<file path="src/rtl/wb_store_buffer_if.sv">
// wb_store_buffer_if: writeback store, dcache write and load-hazard signals of the store buffer
interface wb_store_buffer_if #(
  parameter int DEPTH  = 4,
  parameter int ADDR_W = 32,
  parameter int DATA_W = 64
);
  logic                       v_wb_store;
  logic [ADDR_W-1:0]          wb_store_addr;
  logic [DATA_W-1:0]          wb_store_data;
  logic [DATA_W/8-1:0]        wb_store_mask;
  logic                       sb_full;
  logic                       sb_empty;
  logic [$clog2(DEPTH):0]     sb_count;
  logic                       dc_wr_req;
  logic [ADDR_W-1:0]          dc_wr_addr;
  logic [DATA_W-1:0]          dc_wr_data;
  logic [DATA_W/8-1:0]        dc_wr_mask;
  logic                       dc_wr_ack;
  logic                       ld_check_v;
  logic [ADDR_W-1:0]          ld_check_addr;
  logic                       sb_ld_hit;
  modport master (
    output v_wb_store, wb_store_addr, wb_store_data, wb_store_mask, dc_wr_ack, ld_check_v, ld_check_addr,
    input  sb_full, sb_empty, sb_count, dc_wr_req, dc_wr_addr, dc_wr_data, dc_wr_mask, sb_ld_hit
  );
  modport slave (
    input  v_wb_store, wb_store_addr, wb_store_data, wb_store_mask, dc_wr_ack, ld_check_v, ld_check_addr,
    output sb_full, sb_empty, sb_count, dc_wr_req, dc_wr_addr, dc_wr_data, dc_wr_mask, sb_ld_hit
  );
endinterface

</file>
<file path="src/rtl/wb_store_buffer.sv">
// wb_store_buffer: in-order store FIFO draining to the dcache, with load-hazard lookup; SB_COALESCE_EN enables line merging into the youngest entry
module wb_store_buffer #(
  parameter int DEPTH  = 4,
  parameter int ADDR_W = 32,
  parameter int DATA_W = 64
) (
  input logic                CLK,
  input logic                CLR,
  wb_store_buffer_if.slave   sb
);
  localparam int MW  = DATA_W / 8;
  localparam int OFF = $clog2(MW);
  localparam int PW  = $clog2(DEPTH);
  localparam int CW  = PW + 1;
  logic [ADDR_W-1:0] addr_q [DEPTH];
  logic [DATA_W-1:0] data_q [DEPTH];
  logic [MW-1:0]     mask_q [DEPTH];
  logic [DEPTH-1:0]  vld_q;
  logic [PW-1:0]     head_q, tail_q;
  logic [CW-1:0]     count_q;
  logic              full, alloc, deq, hit, merge_hit;
  assign full  = count_q == CW'(DEPTH);
  assign deq   = sb.dc_wr_req && sb.dc_wr_ack;
  assign alloc = sb.v_wb_store && !full && !merge_hit;
  assign sb.sb_empty   = count_q == '0;
  assign sb.sb_count   = count_q;
  assign sb.dc_wr_req  = !sb.sb_empty;
  assign sb.dc_wr_addr = addr_q[head_q];
  assign sb.dc_wr_data = data_q[head_q];
  assign sb.dc_wr_mask = mask_q[head_q];
`ifdef SB_COALESCE_EN
  logic [PW-1:0]     yng;
  logic [DATA_W-1:0] merged_d;
  assign yng       = tail_q - 1'b1;
  assign merge_hit = sb.v_wb_store && count_q >= CW'(2) &&
                     addr_q[yng][ADDR_W-1:OFF] == sb.wb_store_addr[ADDR_W-1:OFF];
  assign sb.sb_full = full && !merge_hit;
  // byte-wise overlay of the incoming store onto the youngest entry
  always_comb begin
    merged_d = data_q[yng];
    for (int b = 0; b < MW; b++)
      merged_d[8*b +: 8] = sb.wb_store_mask[b] ? sb.wb_store_data[8*b +: 8] : data_q[yng][8*b +: 8];
  end
`else
  assign merge_hit  = 1'b0;
  assign sb.sb_full = full;
`endif
  // load overlaps any registered valid entry on the same line; stores arriving this cycle are not seen
  always_comb begin
    hit = 1'b0;
    for (int i = 0; i < DEPTH; i++)
      hit = hit | (vld_q[i] && addr_q[i][ADDR_W-1:OFF] == sb.ld_check_addr[ADDR_W-1:OFF]);
    sb.sb_ld_hit = sb.ld_check_v && hit;
  end
  // FIFO state: allocate at tail, retire head on ack, optional merge into youngest entry
  always_ff @(posedge CLK or posedge CLR) begin
    if (CLR) begin
      for (int i = 0; i < DEPTH; i++) begin
        addr_q[i] <= '0;
        data_q[i] <= '0;
        mask_q[i] <= '0;
      end
      vld_q   <= '0;
      head_q  <= '0;
      tail_q  <= '0;
      count_q <= '0;
    end else begin
      if (alloc) begin
        addr_q[tail_q] <= sb.wb_store_addr;
        data_q[tail_q] <= sb.wb_store_data;
        mask_q[tail_q] <= sb.wb_store_mask;
        vld_q[tail_q]  <= 1'b1;
        tail_q         <= tail_q + 1'b1;
      end
`ifdef SB_COALESCE_EN
      if (merge_hit) begin
        data_q[yng] <= merged_d;
        mask_q[yng] <= mask_q[yng] | sb.wb_store_mask;
      end
`endif
      if (deq) begin
        vld_q[head_q] <= 1'b0;
        head_q        <= head_q + 1'b1;
      end
      count_q <= count_q + CW'(alloc) - CW'(deq);
    end
  end
endmodule

</file>
<file path="src/flat_wrapper.sv">
// flat-port wrapper written by rule: the top's interface ports become plain ports
module wb_store_buffer_flat 
#(
  parameter int DEPTH  = 4,
  parameter int ADDR_W = 32,
  parameter int DATA_W = 64
)
  (CLK, CLR, sb_v_wb_store, sb_wb_store_addr, sb_wb_store_data, sb_wb_store_mask, sb_dc_wr_ack, sb_ld_check_v, sb_ld_check_addr, sb_sb_full, sb_sb_empty, sb_sb_count, sb_dc_wr_req, sb_dc_wr_addr, sb_dc_wr_data, sb_dc_wr_mask, sb_sb_ld_hit);
  wb_store_buffer_if #(.DEPTH(DEPTH), .ADDR_W(ADDR_W), .DATA_W(DATA_W)) sb_i ();
  input logic CLK;
  input logic CLR;
  input wire logic [$bits(sb_i.v_wb_store)-1:0] sb_v_wb_store;
  input wire logic [$bits(sb_i.wb_store_addr)-1:0] sb_wb_store_addr;
  input wire logic [$bits(sb_i.wb_store_data)-1:0] sb_wb_store_data;
  input wire logic [$bits(sb_i.wb_store_mask)-1:0] sb_wb_store_mask;
  input wire logic [$bits(sb_i.dc_wr_ack)-1:0] sb_dc_wr_ack;
  input wire logic [$bits(sb_i.ld_check_v)-1:0] sb_ld_check_v;
  input wire logic [$bits(sb_i.ld_check_addr)-1:0] sb_ld_check_addr;
  output wire logic [$bits(sb_i.sb_full)-1:0] sb_sb_full;
  output wire logic [$bits(sb_i.sb_empty)-1:0] sb_sb_empty;
  output wire logic [$bits(sb_i.sb_count)-1:0] sb_sb_count;
  output wire logic [$bits(sb_i.dc_wr_req)-1:0] sb_dc_wr_req;
  output wire logic [$bits(sb_i.dc_wr_addr)-1:0] sb_dc_wr_addr;
  output wire logic [$bits(sb_i.dc_wr_data)-1:0] sb_dc_wr_data;
  output wire logic [$bits(sb_i.dc_wr_mask)-1:0] sb_dc_wr_mask;
  output wire logic [$bits(sb_i.sb_ld_hit)-1:0] sb_sb_ld_hit;
  assign sb_i.v_wb_store = sb_v_wb_store;
  assign sb_i.wb_store_addr = sb_wb_store_addr;
  assign sb_i.wb_store_data = sb_wb_store_data;
  assign sb_i.wb_store_mask = sb_wb_store_mask;
  assign sb_i.dc_wr_ack = sb_dc_wr_ack;
  assign sb_i.ld_check_v = sb_ld_check_v;
  assign sb_i.ld_check_addr = sb_ld_check_addr;
  assign sb_sb_full = sb_i.sb_full;
  assign sb_sb_empty = sb_i.sb_empty;
  assign sb_sb_count = sb_i.sb_count;
  assign sb_dc_wr_req = sb_i.dc_wr_req;
  assign sb_dc_wr_addr = sb_i.dc_wr_addr;
  assign sb_dc_wr_data = sb_i.dc_wr_data;
  assign sb_dc_wr_mask = sb_i.dc_wr_mask;
  assign sb_sb_ld_hit = sb_i.sb_ld_hit;
  wb_store_buffer #(.DEPTH(DEPTH), .ADDR_W(ADDR_W), .DATA_W(DATA_W)) u_core (.CLK(CLK), .CLR(CLR), .sb(sb_i));
endmodule
</file>
<file path="config.mk">
export PLATFORM = sky130hd
export DESIGN_NAME = wb_store_buffer_flat
export DESIGN_NICKNAME = d
export VERILOG_FILES = /design/src/rtl/wb_store_buffer_if.sv /design/src/rtl/wb_store_buffer.sv /design/src/flat_wrapper.sv
export SDC_FILE = /design/constraint.sdc
export NUM_CORES = 1
export LEC_CHECK = 0
export BUFFER_PORTS_ARGS = -buffer_cell sky130_fd_sc_hd__buf_2
export CORE_AREA = 2 2 258 311
export CTS_CLUSTER_DIAMETER = 100
export DETAILED_ROUTE_END_ITERATION = 8
export DIE_AREA = 0 0 260 313
export PLACE_DENSITY = 0.41
export SLEW_MARGIN = 20
export SYNTH_ARGS = -nofsm -noshare
export SYNTH_HDL_FRONTEND = slang
export SYNTH_SLANG_ARGS = --single-unit
</file>
<file path="constraint.sdc">
create_clock -name CLK -period 11.85 [get_ports CLK]
set_input_delay 0 -clock CLK [delete_from_list [all_inputs] [get_ports CLK]]
set_output_delay 0 -clock CLK [all_outputs]
set_load 0.01 [all_outputs]
</file>
======== Word-level counts from Yosys, hierarchy flattened ========
Index checks and enable logic that the tools add are counted.
storage, ports and cells
  register bits ........................... 427
  word-level logic and storage cells ...... 77
  bits of input ports ..................... 141
cells by class
  bitwise operators ....................... 8
  magnitude comparators ................... 7
  $add $sub $neg .......................... 4
  reduce and logical (&&, ||, !) cells .... 13
  multiplexer cells ....................... 24
  eq/ne operators ......................... 5
operators with widths
  kind                   number
  $bwmux W256            1
  $mux W64               3
  $bmux W64 S2           1
  $bwmux W128            1
  $demux W64 S2          1
  $eq A29 B29 Y1         4
  $mux W32               3
  $bmux W32 S2           1
  $demux W32 S2          1
  $bwmux W32             1
  $mux W8                3
  $bmux W8 S2            1
  $demux W8 S2           1
  $logic_and A1 B1 Y1    10
  $mux W4                2
  $ge A3 B3 Y1 const B   2
  $lt A2 B3 Y1 const B   2
  $not A2 Y3             2
  $add A2 B1 Y2 const B  2
  $and A4 B4 Y4          1
  $demux W1 S2           2
  $ge A2 B1 Y1 const B   2
  $not A4 Y4             1
  $or A4 B4 Y4           1
  8 further kinds        12

======== Depth between registers and ports, before layout ========
Gate-level depths: netlist (run 1).
  word-level depth ........................ 8
  gate-level depth with buffers ........... 9

======== Least setup slack after synthesis (run 1) ========
No wires, ideal clock.
  path kind ............................... register to register
  from .................................... register u_core.count_q[2], in the netlist u_core.sb.sb_count[2]
  to ...................................... register u_core.count_q[2], in the netlist u_core.sb.sb_count[2]
  period minus slack after synthesis ...... 2.528 ns
  arrival time ............................ 2.402 ns
  cell stages (with the launch flop) ...... 10
  setup slack ............................. 9.322 ns
  cells stage by stage .................... dfrtp_1 -> or3_1 -> and2_1 -> clkbuf_1 -> ha_1 -> inv_1 -> ha_1 -> fa_1 -> xor2_1 -> xnor2_1
RTL lines
  element                 line                   RTL
  start, declared         wb_store_buffer.sv:20  logic [CW-1:0] count_q;
  start signal, assigned  wb_store_buffer.sv:85  count_q <= count_q + CW'(alloc) - CW'(deq);
  $logic_not A3 Y1        wb_store_buffer.sv:25  assign sb.sb_empty = count_q == '0;
  $logic_not A1 Y1        wb_store_buffer.sv:27  assign sb.dc_wr_req = !sb.sb_empty;
  net sb_dc_wr_req        flat_wrapper.sv:22     output wire logic [$bits(sb_i.dc_wr_req)-1:0] sb_dc_wr_req;
  $logic_and A1 B1 Y1     wb_store_buffer.sv:23  assign deq = sb.dc_wr_req && sb.dc_wr_ack;
  $sub A3 B1 Y3           wb_store_buffer.sv:85
The timed path passes the listed nets, and every way through them passes these cells.
A chain may end at the register's enable or synchronous reset.

======== Worst setup path after layout (run 1) ========
  from .................................... register u_core.head_q[0]
  to ...................................... output sb_dc_wr_data[51]
between the ends
  word-level cells in the longest chain between the ends .. 4
RTL lines
  element                                       line                   RTL
  start, declared                               wb_store_buffer.sv:19  logic [PW-1:0] head_q, tail_q;
  start signal, assigned                        wb_store_buffer.sv:83  head_q <= head_q + 1'b1;
  $not A2 Y3 (implied by the code)              wb_store_buffer.sv:29  assign sb.dc_wr_data = data_q[head_q];
  $bmux W64 S2                                  wb_store_buffer.sv:29
  $mux W64 (implied by the code) (2 in series)  wb_store_buffer.sv:29
  end, declared                                 flat_wrapper.sv:24     output wire logic [$bits(sb_i.dc_wr_data)-1:0] sb_dc_wr_data;
No other way between the ends. The select of a mux whose other input is x is not followed.

==> summary.md, run 1 <==
| Metric | Value |
|---|---|
| Num rows | `113` |
| Most frequent CP cell | `buf_4` |
| Setup CP Type | `flip-flop to primary output` |
| CP max stage cell | `dfrtp_4` |
| Tcrit/Tclk final | `30.02%` |
| Slew headroom | `between 30% and 40%` |
| Via count | `11930` |
| Tmin final | `3.557 ns` |
| Largest net degree at the start of global routing | `roughly 160` |
| Top delay family on crit path | `buffers and inverters` |
| Insertion delay to the later sink of the worst-skew pair | `0.62 ns` |
| Post-cts gate resize count | `0` |
| Static Leak | `11.10 nW` |
| DRC | `0` |
| Flop-to-flop setup slack | `8.90 ns` |
| Ys async rst share | `between 90% and 100%` |
| Via density | `approximately 4.5` |
| Max-slew violations | `0` |
| Status | `completed` |
| Area contributors post-synth | `dfrtp_1 53%, mux2_2 16%, mux4_2 12%, mux2_4 8.9%, xor2_1 3.0%` |
| Final clock skew | `~0.033 ns` |
| Syn nets | `1384` |
| Number of global-route vias before repair | `~13000` |
| TritonCTS Buffers | `50` |
| GRT Util Overall | `about 14%` |
| Cell Pwr Density | `~300 nW/um2` |
| VDD IR max | `approximately 0.00015 V` |
| Nets | `between 1500 and 2000` |
| Port Buffers | `between 200 and 250` |
| Syn Area/Cell | `16.46 um2` |
| Gr ovfl total | `0` |
| CTS Buffer Depth | `3` |
| Critical R2R Launch | `u_core.sb.sb_count[1]` |
| Min-delay src | `sb_wb_store_addr[22]` |
| Setup TNS | `0 ns` |
| Crit path largest cell delay | `0.78 ns` |
| Post-route setup slack | `8.293 ns` |
| Share of cells above drive strength 1 | `53.71%` |
| Post-DP HPWL | `35.99 mm` |
| Total Power | `0.007542 W` |
| WP data arrival | `around 3.6 ns` |
| Worst hold path type | `input port to flip-flop` |
| Post-synth EDFFs | `0` |
| Worst path bufs/invs | `3` |
| Yosys top cell area share | `a little over half` |
| Core Box Area | `about 78000 um2` |
| Crit path capture type | `primary output` |
| DR iter-0 viols | `between 500 and 600` |
| First-pass GRT wire length | `approximately 87 mm` |
| Clock transition at path regs | `0.06 ns` |
| Final setup viols | `0` |
| Post-route cell area | `25210 um2` |
| Yosys reg bits | `roughly 430` |
| Clock power frac | `between 20% and 30%` |
| Die W | `~260 um` |
| Clock sinks | `between 400 and 500` |
| First-pass DRT Iterations | `4` |
| Die area | `a little over 80000 um2` |
| Top-count cell post-synth | `dfrtp_1` |
| Layout Area Growth over Synthesis | `24.29%` |
| Register area share after synthesis | `~53%` |
| CTS Root Cell | `clkbuf_16` |
| WL per Instance | `between 20 and 25 um` |
| Cell Count, Final, Fillers Out | `between 2000 and 3000` |
| CP Launch Type | `flip-flop` |
| Internal Power | `around 0.0050 W` |
| P_sw | `0.002566 W` |
| Max FO, Critical Path | `32` |
| Switching portion of total power | `approximately a third` |
| Flop pwr share | `between 30% and 40%` |
| CP startpoint | `u_core.head_q[0]` |
| RR Endpoint | `u_core.data_q[132]` |
| Cells after DPL | `roughly 2500` |
| Worst path depth | `4` |
| Placed inst area | `22510 um2` |
| Antenna violations before repair | `8` |
| Least-Margin Pin Slew | `1.020 ns` |
| GP Congestion | `around 0.80` |
| Die extent in y | `313 um` |
| End of the critical path | `sb_dc_wr_data[51]` |
| WL final | `57.30 mm` |
| Post-route ant nets | `0` |
| Synth area leader | `dfrtp_1` |
| Most used DFF post-synth | `dfrtp_1` |
| YS warnings | `0` |
| Starting Density | `between 20% and 30%` |
| Final hold violation count | `0` |
| Max_cap viols | `0` |
| Max frequency | `~0.28 GHz` |
| Commonest cells post-synth | `427 x dfrtp_1, 296 x mux2_2, 120 x mux2_4` |
| Mapped Area | `slightly above 20000 um2` |
| CP cell instances | `buf_4, buf_4, mux4_2, buf_2` |
| Setup Fix Bufs, Post-CTS | `0` |
| Req. time, crit path | `about 12 ns` |
| CTS tree | `yes` |
| Logic pwr share | `between 40 and 50%` |
| R2R cell count | `6` |
| Gate Count Post-Synth | `around 1200` |
| Synth unique cells | `32` |
| RSZ-0062 raised after global routing | `no` |
| # IOs | `252` |
| Pre-CTS setup slack | `just under 9 ns` |
| H-tree depth | `2` |
[per-layer routing]
metal,global-route usage (%),routed length (um)
met1,18.45,25350
met2,23.80,28280
met3,2.976,2366
met4,3.853,1224
met5,0,72
[worst register-to-register path, stage by stage (launching register included)]
cell and delay [ns]:
dfrtp_1 0.42, inv_2 0.07, and3_4 0.18, nor2b_4 0.47, nand2_8 0.55, buf_4 0.67
mux2_4 0.47
[layout make-up]
cell class	instances	area [um2]
antenna	2	5.005
clock buffer	78	1478
clock inverter	13	142.6
fill	7778	53260
inverter	15	60.06
multi-input combinational	712	9084
sequential	427	10690
tap	1035	1295
timing repair buffer	371	2449
[sequential cells by signal (all words and copies together), names as in the netlist]
signal and flops:
u_core.vld_q 4, u_core.data_q 256, u_core.head_q 2, u_core.mask_q 32, u_core.addr_q 128, u_core.tail_q 2, u_core.sb.sb_count 3
[cell usage in the layout, fill, tap and decap left out, drive strengths merged]
cell         Yosys  layout
o22ai            2       2
a21oi            9       9
nor2b            1       1
nor4            21      21
ha              10      10
and2             1       1
xnor2           46      46
mux4           104     104
clkbuf          11      78
nand3            3       3
o41a             1       1
buf             67     264
dfrtp          427     427
or3              1       1
nand4           13      13
a222oi           1       1
bufinv           0       2
diode            0       2
mux2           416     416
dlygate4sd3      0     107
and4             2       2
clkinvlp         0       3
nor2             1       1
o21ai            2       2
and3             1       1
clkinv           0       9
o2bb2ai          1       1
inv             15      14
xor2            69      69
nand2            6       6
fa               1       1
[worst min path at each step]
stage / endpoint / depth (start not counted)
after global routing: u_core.addr_q[121] / 3
after detailed placement: u_core.data_q[207] / 2
final: u_core.addr_q[86] / 3
after global placement: u_core.data_q[128] / 2
after floorplan: sb_sb_ld_hit / 1
after CTS: u_core.data_q[191] / 3
[kinds of logic (layout without fill, tap and decap cells)]
group           Yosys count  after routing  share of synthesized area, %
xor+xnor                115            115                         4.967
fa+ha+maj                11             11                        0.7157
flops                   427            427                         52.69
simple gates             50             50                         1.549
other cells               0              2                             0
compound gates           16             16                        0.4812
mux                     520            520                         36.87
buf+inv                  93            477                         2.727
[power by group through the flow]
stage          logic [W]  registers (W)  clock network [W]
6_report         0.00327        0.00274            0.00154
5_1_grt          0.00353        0.00284            0.00166
4_1_cts          0.00336        0.00274            0.00161
3_5_place_dp     0.00332        0.00275                  0
3_3_place_gp     0.00328        0.00273                  0
2_1_floorplan    0.00241        0.00255                  0
[stage by stage]
stage	util [%]	hold slack (ns)
3_3_place_gp	28.68	0.2730
6_report	32.12	0.2010
2_1_floorplan	-	0.1184
3_5_place_dp	28.68	0.2818
4_1_cts	32.11	0.1495
5_1_grt	32.12	0.1829
[timing repair]
item | 4_1_cts | 5_1_grt
endpoints found under the hold margin | 492 | 0
hold buffers | 107 | 0
setup endpoints to repair | 0 | 0
No activity file was read; power rests on OpenSTA's default activity.
==> run 2: changes to the inputs <==
--- a/config.mk
+++ b/config.mk
@@ -5,11 +5,12 @@
 export SDC_FILE = /design/constraint.sdc
 export NUM_CORES = 1
 export LEC_CHECK = 0
+export ABC_AREA = 1
 export BUFFER_PORTS_ARGS = -buffer_cell sky130_fd_sc_hd__buf_2
-export CORE_AREA = 2 2 258 311
+export CORE_AREA = 2 2 261 314
 export CTS_CLUSTER_DIAMETER = 100
 export DETAILED_ROUTE_END_ITERATION = 8
-export DIE_AREA = 0 0 260 313
+export DIE_AREA = 0 0 263 316
 export PLACE_DENSITY = 0.41
 export SLEW_MARGIN = 20
 export SYNTH_ARGS = -nofsm -noshare
==> constraint.sdc (replaced) <==
create_clock -name CLK -period 3 [get_ports CLK]
set_input_delay 0 -clock CLK [delete_from_list [all_inputs] [get_ports CLK]]
set_output_delay 0 -clock CLK [all_outputs]
set_load 0.01 [all_outputs]
==> summary.md, run 2 <==
| Metric | Value |
|---|---|
| Layout Area Growth over Synthesis | `25.04%` |
| Met2 wire length | `34.03 mm` |
| Post-synth EDFFs | `0` |
| Synth unique cells | `32` |
| Gr ovfl total | `0` |
| CP Launch Type | `flip-flop` |
| VDD IR max | `approximately 0.00054 V` |
| TritonCTS Buffers | `51` |
| Yosys reg bits | `427` |
| Most frequent CP cell | `buf_12` |
| Biggest regs | `u_core.data_q x256, u_core.addr_q x128, u_core.mask_q x32` |
| Setup CP Type | `flip-flop to primary output` |
| Insertion delay to the later sink of the worst-skew pair | `0.61 ns` |
| CTS Root Cell | `clkbuf_16` |
| GP Congestion | `0.8887` |
| Top reg by flops | `u_core.data_q` |
| Register area share after synthesis | `a little over 50%` |
| Max-slew violations | `0` |
| Max FO, Critical Path | `66` |
| Top sig layer | `met5` |
| Wl on met1 | `31.10 mm` |
| Max FFs per register | `~260` |
| Syn Area/Cell | `7.977 um2` |
| Req. time, crit path | `~3 ns` |
| CTS Buffer Depth | `3` |
| First-pass DRT Iterations | `5` |
| Cell Count, Final, Fillers Out | `3972` |
| Cell Pwr Density | `roughly 1100 nW/um2` |
| WL final | `approximately 71 mm` |
| WL per Instance | `around 18 um` |
| H-tree depth | `2` |
| Worst hold path type | `input port to async pin` |
| Commonest non-fill, non-tap cell in the layout | `nand2_1` |
| Die extent in y | `316 um` |
| CP cell instances | `buf_12, buf_12, o21ai_0, o22ai_1, buf_2` |
| Max frequency | `about 0.36 GHz` |
| Top delay family on crit path | `flip-flops` |
| GRT Util Overall | `16.92%` |
| YS warnings | `0` |
| Core Box Area | `around 80000 um2` |
| DRC | `0` |
| Crit path capture type | `primary output` |
| Slew headroom | `around two fifths` |
| Antenna violations before repair | `5` |
| Clock transition at path regs | `~0.060 ns` |
| Via count | `between 15000 and 20000` |
| Synth area leader | `dfrtp_1` |
| Die area | `around 83000 um2` |
| Post-route cell area | `~26000 um2` |
| Tmin final | `2.747 ns` |
| CP max stage cell | `dfrtp_4` |
| Number of global-route vias before repair | `roughly 18000` |
| Syn nets | `about 2700` |
| RSZ-0062 raised after global routing | `no` |
| Largest net degree at the start of global routing | `85` |
| Clock sinks | `around 430` |
| Least-Margin Pin Slew | `a little under 0.9 ns` |
| Ys async rst share | `100.0%` |
| Placed inst area | `between 20000 and 25000 um2` |
| Commonest cells post-synth | `671 x nand2_1, 595 x o21ai_0, 427 x dfrtp_1` |
| Met3 WL | `3.579 mm` |
| Tcrit/Tclk final | `between 90% and 100%` |
| Via density | `roughly 4.6` |
| Final hold violation count | `0` |
| Port Buffers | `between 200 and 250` |
| Cells after DPL | `3772` |
| Static Leak | `approximately 13 nW` |
| Post-route ant nets | `0` |
| Crit path largest cell delay | `about 0.87 ns` |
| Starting Density | `25.74%` |
| Area contributors post-synth | `dfrtp_1 52%, o21ai_0 14%, nand2_1 12%, inv_1 4.6%, nor2_1 4.0%` |
| WP data arrival | `2.75 ns` |
| CTS tree | `yes` |
| Worst path bufs/invs | `3` |
| Mapped Area | `around 21000 um2` |
| Status | `completed` |
| Nets | `~3000` |
| Yosys top cell area share | `roughly half` |
| # IOs | `around 250` |
| Gate Count Post-Synth | `about 2600` |
| Final setup viols | `0` |
| Share of cells above drive strength 1 | `roughly 14%` |
| Most used DFF post-synth | `dfrtp_1` |
| Final clock skew | `between 0.02 and 0.025 ns` |
| Most frequent cells in the layout | `671 x nand2_1, 595 x o21ai_0, 425 x dfrtp_1` |
| DR iter-0 viols | `~1400` |
| First-pass GRT wire length | `about 110 mm` |
| Post-DP HPWL | `around 48 mm` |
| Top-count cell post-synth | `nand2_1` |
| Die W | `263 um` |
| Max_cap viols | `0` |
| Num rows | `about 110` |
| Setup Fix Bufs, Post-CTS | `0` |
-- run 2: metal layers --
metal	track usage (%)	up-vias
met5	0	-
met4	6.026	6
met3	3.084	106
met2	28.77	453
met1	21.57	8725
li1	-	8944
-- run 2: logic make-up after synthesis --
logic type / share of synthesized area, %
buffers and inverters: 8.876
flip-flops: 51.78
AND/OR/NAND/NOR: 17.18
adder cells (fa/ha/maj): 0.7033
XOR/XNOR: 1.485
AO/OA/AOI/OAI: 19.98
-- run 2: final cells by class --
| type | count | area (um2) |
|---|---|---|
| tap | 1044 | 1306 |
| fill | 8604 | 54360 |
| multi-input combinational | 1744 | 8155 |
| clock buffer | 78 | 1478 |
| inverter | 254 | 969.7 |
| clock inverter | 12 | 170.2 |
| sequential | 427 | 10690 |
| antenna | 3 | 7.507 |
| timing repair buffer | 410 | 3025 |
-- run 2: worst paths after layout --
check,startpoint,to,cells past startpoint,slack (ns)
worst max-delay path,u_core.head_q[0],sb_dc_wr_data[30],5,0.25
worst min-delay path,CLR,u_core.addr_q[78],3,0.12
worst max register to register,u_core.sb.sb_count[2],u_core.sb.sb_count[2],9,0.66
worst min register to register,u_core.data_q[123],u_core.data_q[123],2,0.48
max in group asynchronous,CLR,u_core.data_q[190],5,1.87
min in group CLK,sb_wb_store_mask[3],u_core.mask_q[3],4,0.23
-- run 2: metrics by stage --
stage	hold WS, ns	TNS (ns)	setup slack, ns	util [%]	total power, W
2_1_floorplan	0.08713	-1179.98	-2.763	-	0.01792
3_3_place_gp	0.2325	0	0.5911	28.79	0.02292
3_5_place_dp	0.2196	0	0.6484	28.79	0.02315
4_1_cts	0.1212	0	0.1486	32.18	0.02965
5_1_grt	0.1731	0	0.03155	32.19	0.03163
6_report	0.1218	0	0.2527	32.19	0.02913
-- run 2: worst register-to-register path, stage by stage (launching register included) --
cell,delay (ns)
dfrtp_1,0.43
nor3_1,0.24
inv_1,0.08
nand2_1,0.10
inv_1,0.20
ha_1,0.34
inv_1,0.04
ha_1,0.21
fa_1,0.41
xor2_1,0.17
-- run 2: report_power, final --
part	leakage [nW]	switching (W)	internal [W]
Clock	0.797	0.00253	0.00364
Combinational	6.42	0.00801	0.00458
Sequential	5.35	0.00194	0.00843
Total	12.6	0.0125	0.0166
-- run 2: repair_timing --
item	CTS	global route
hold buffers	107	0
hold endpoints to repair	445	0
resized for setup	0	0
setup endpoints to repair	0	0
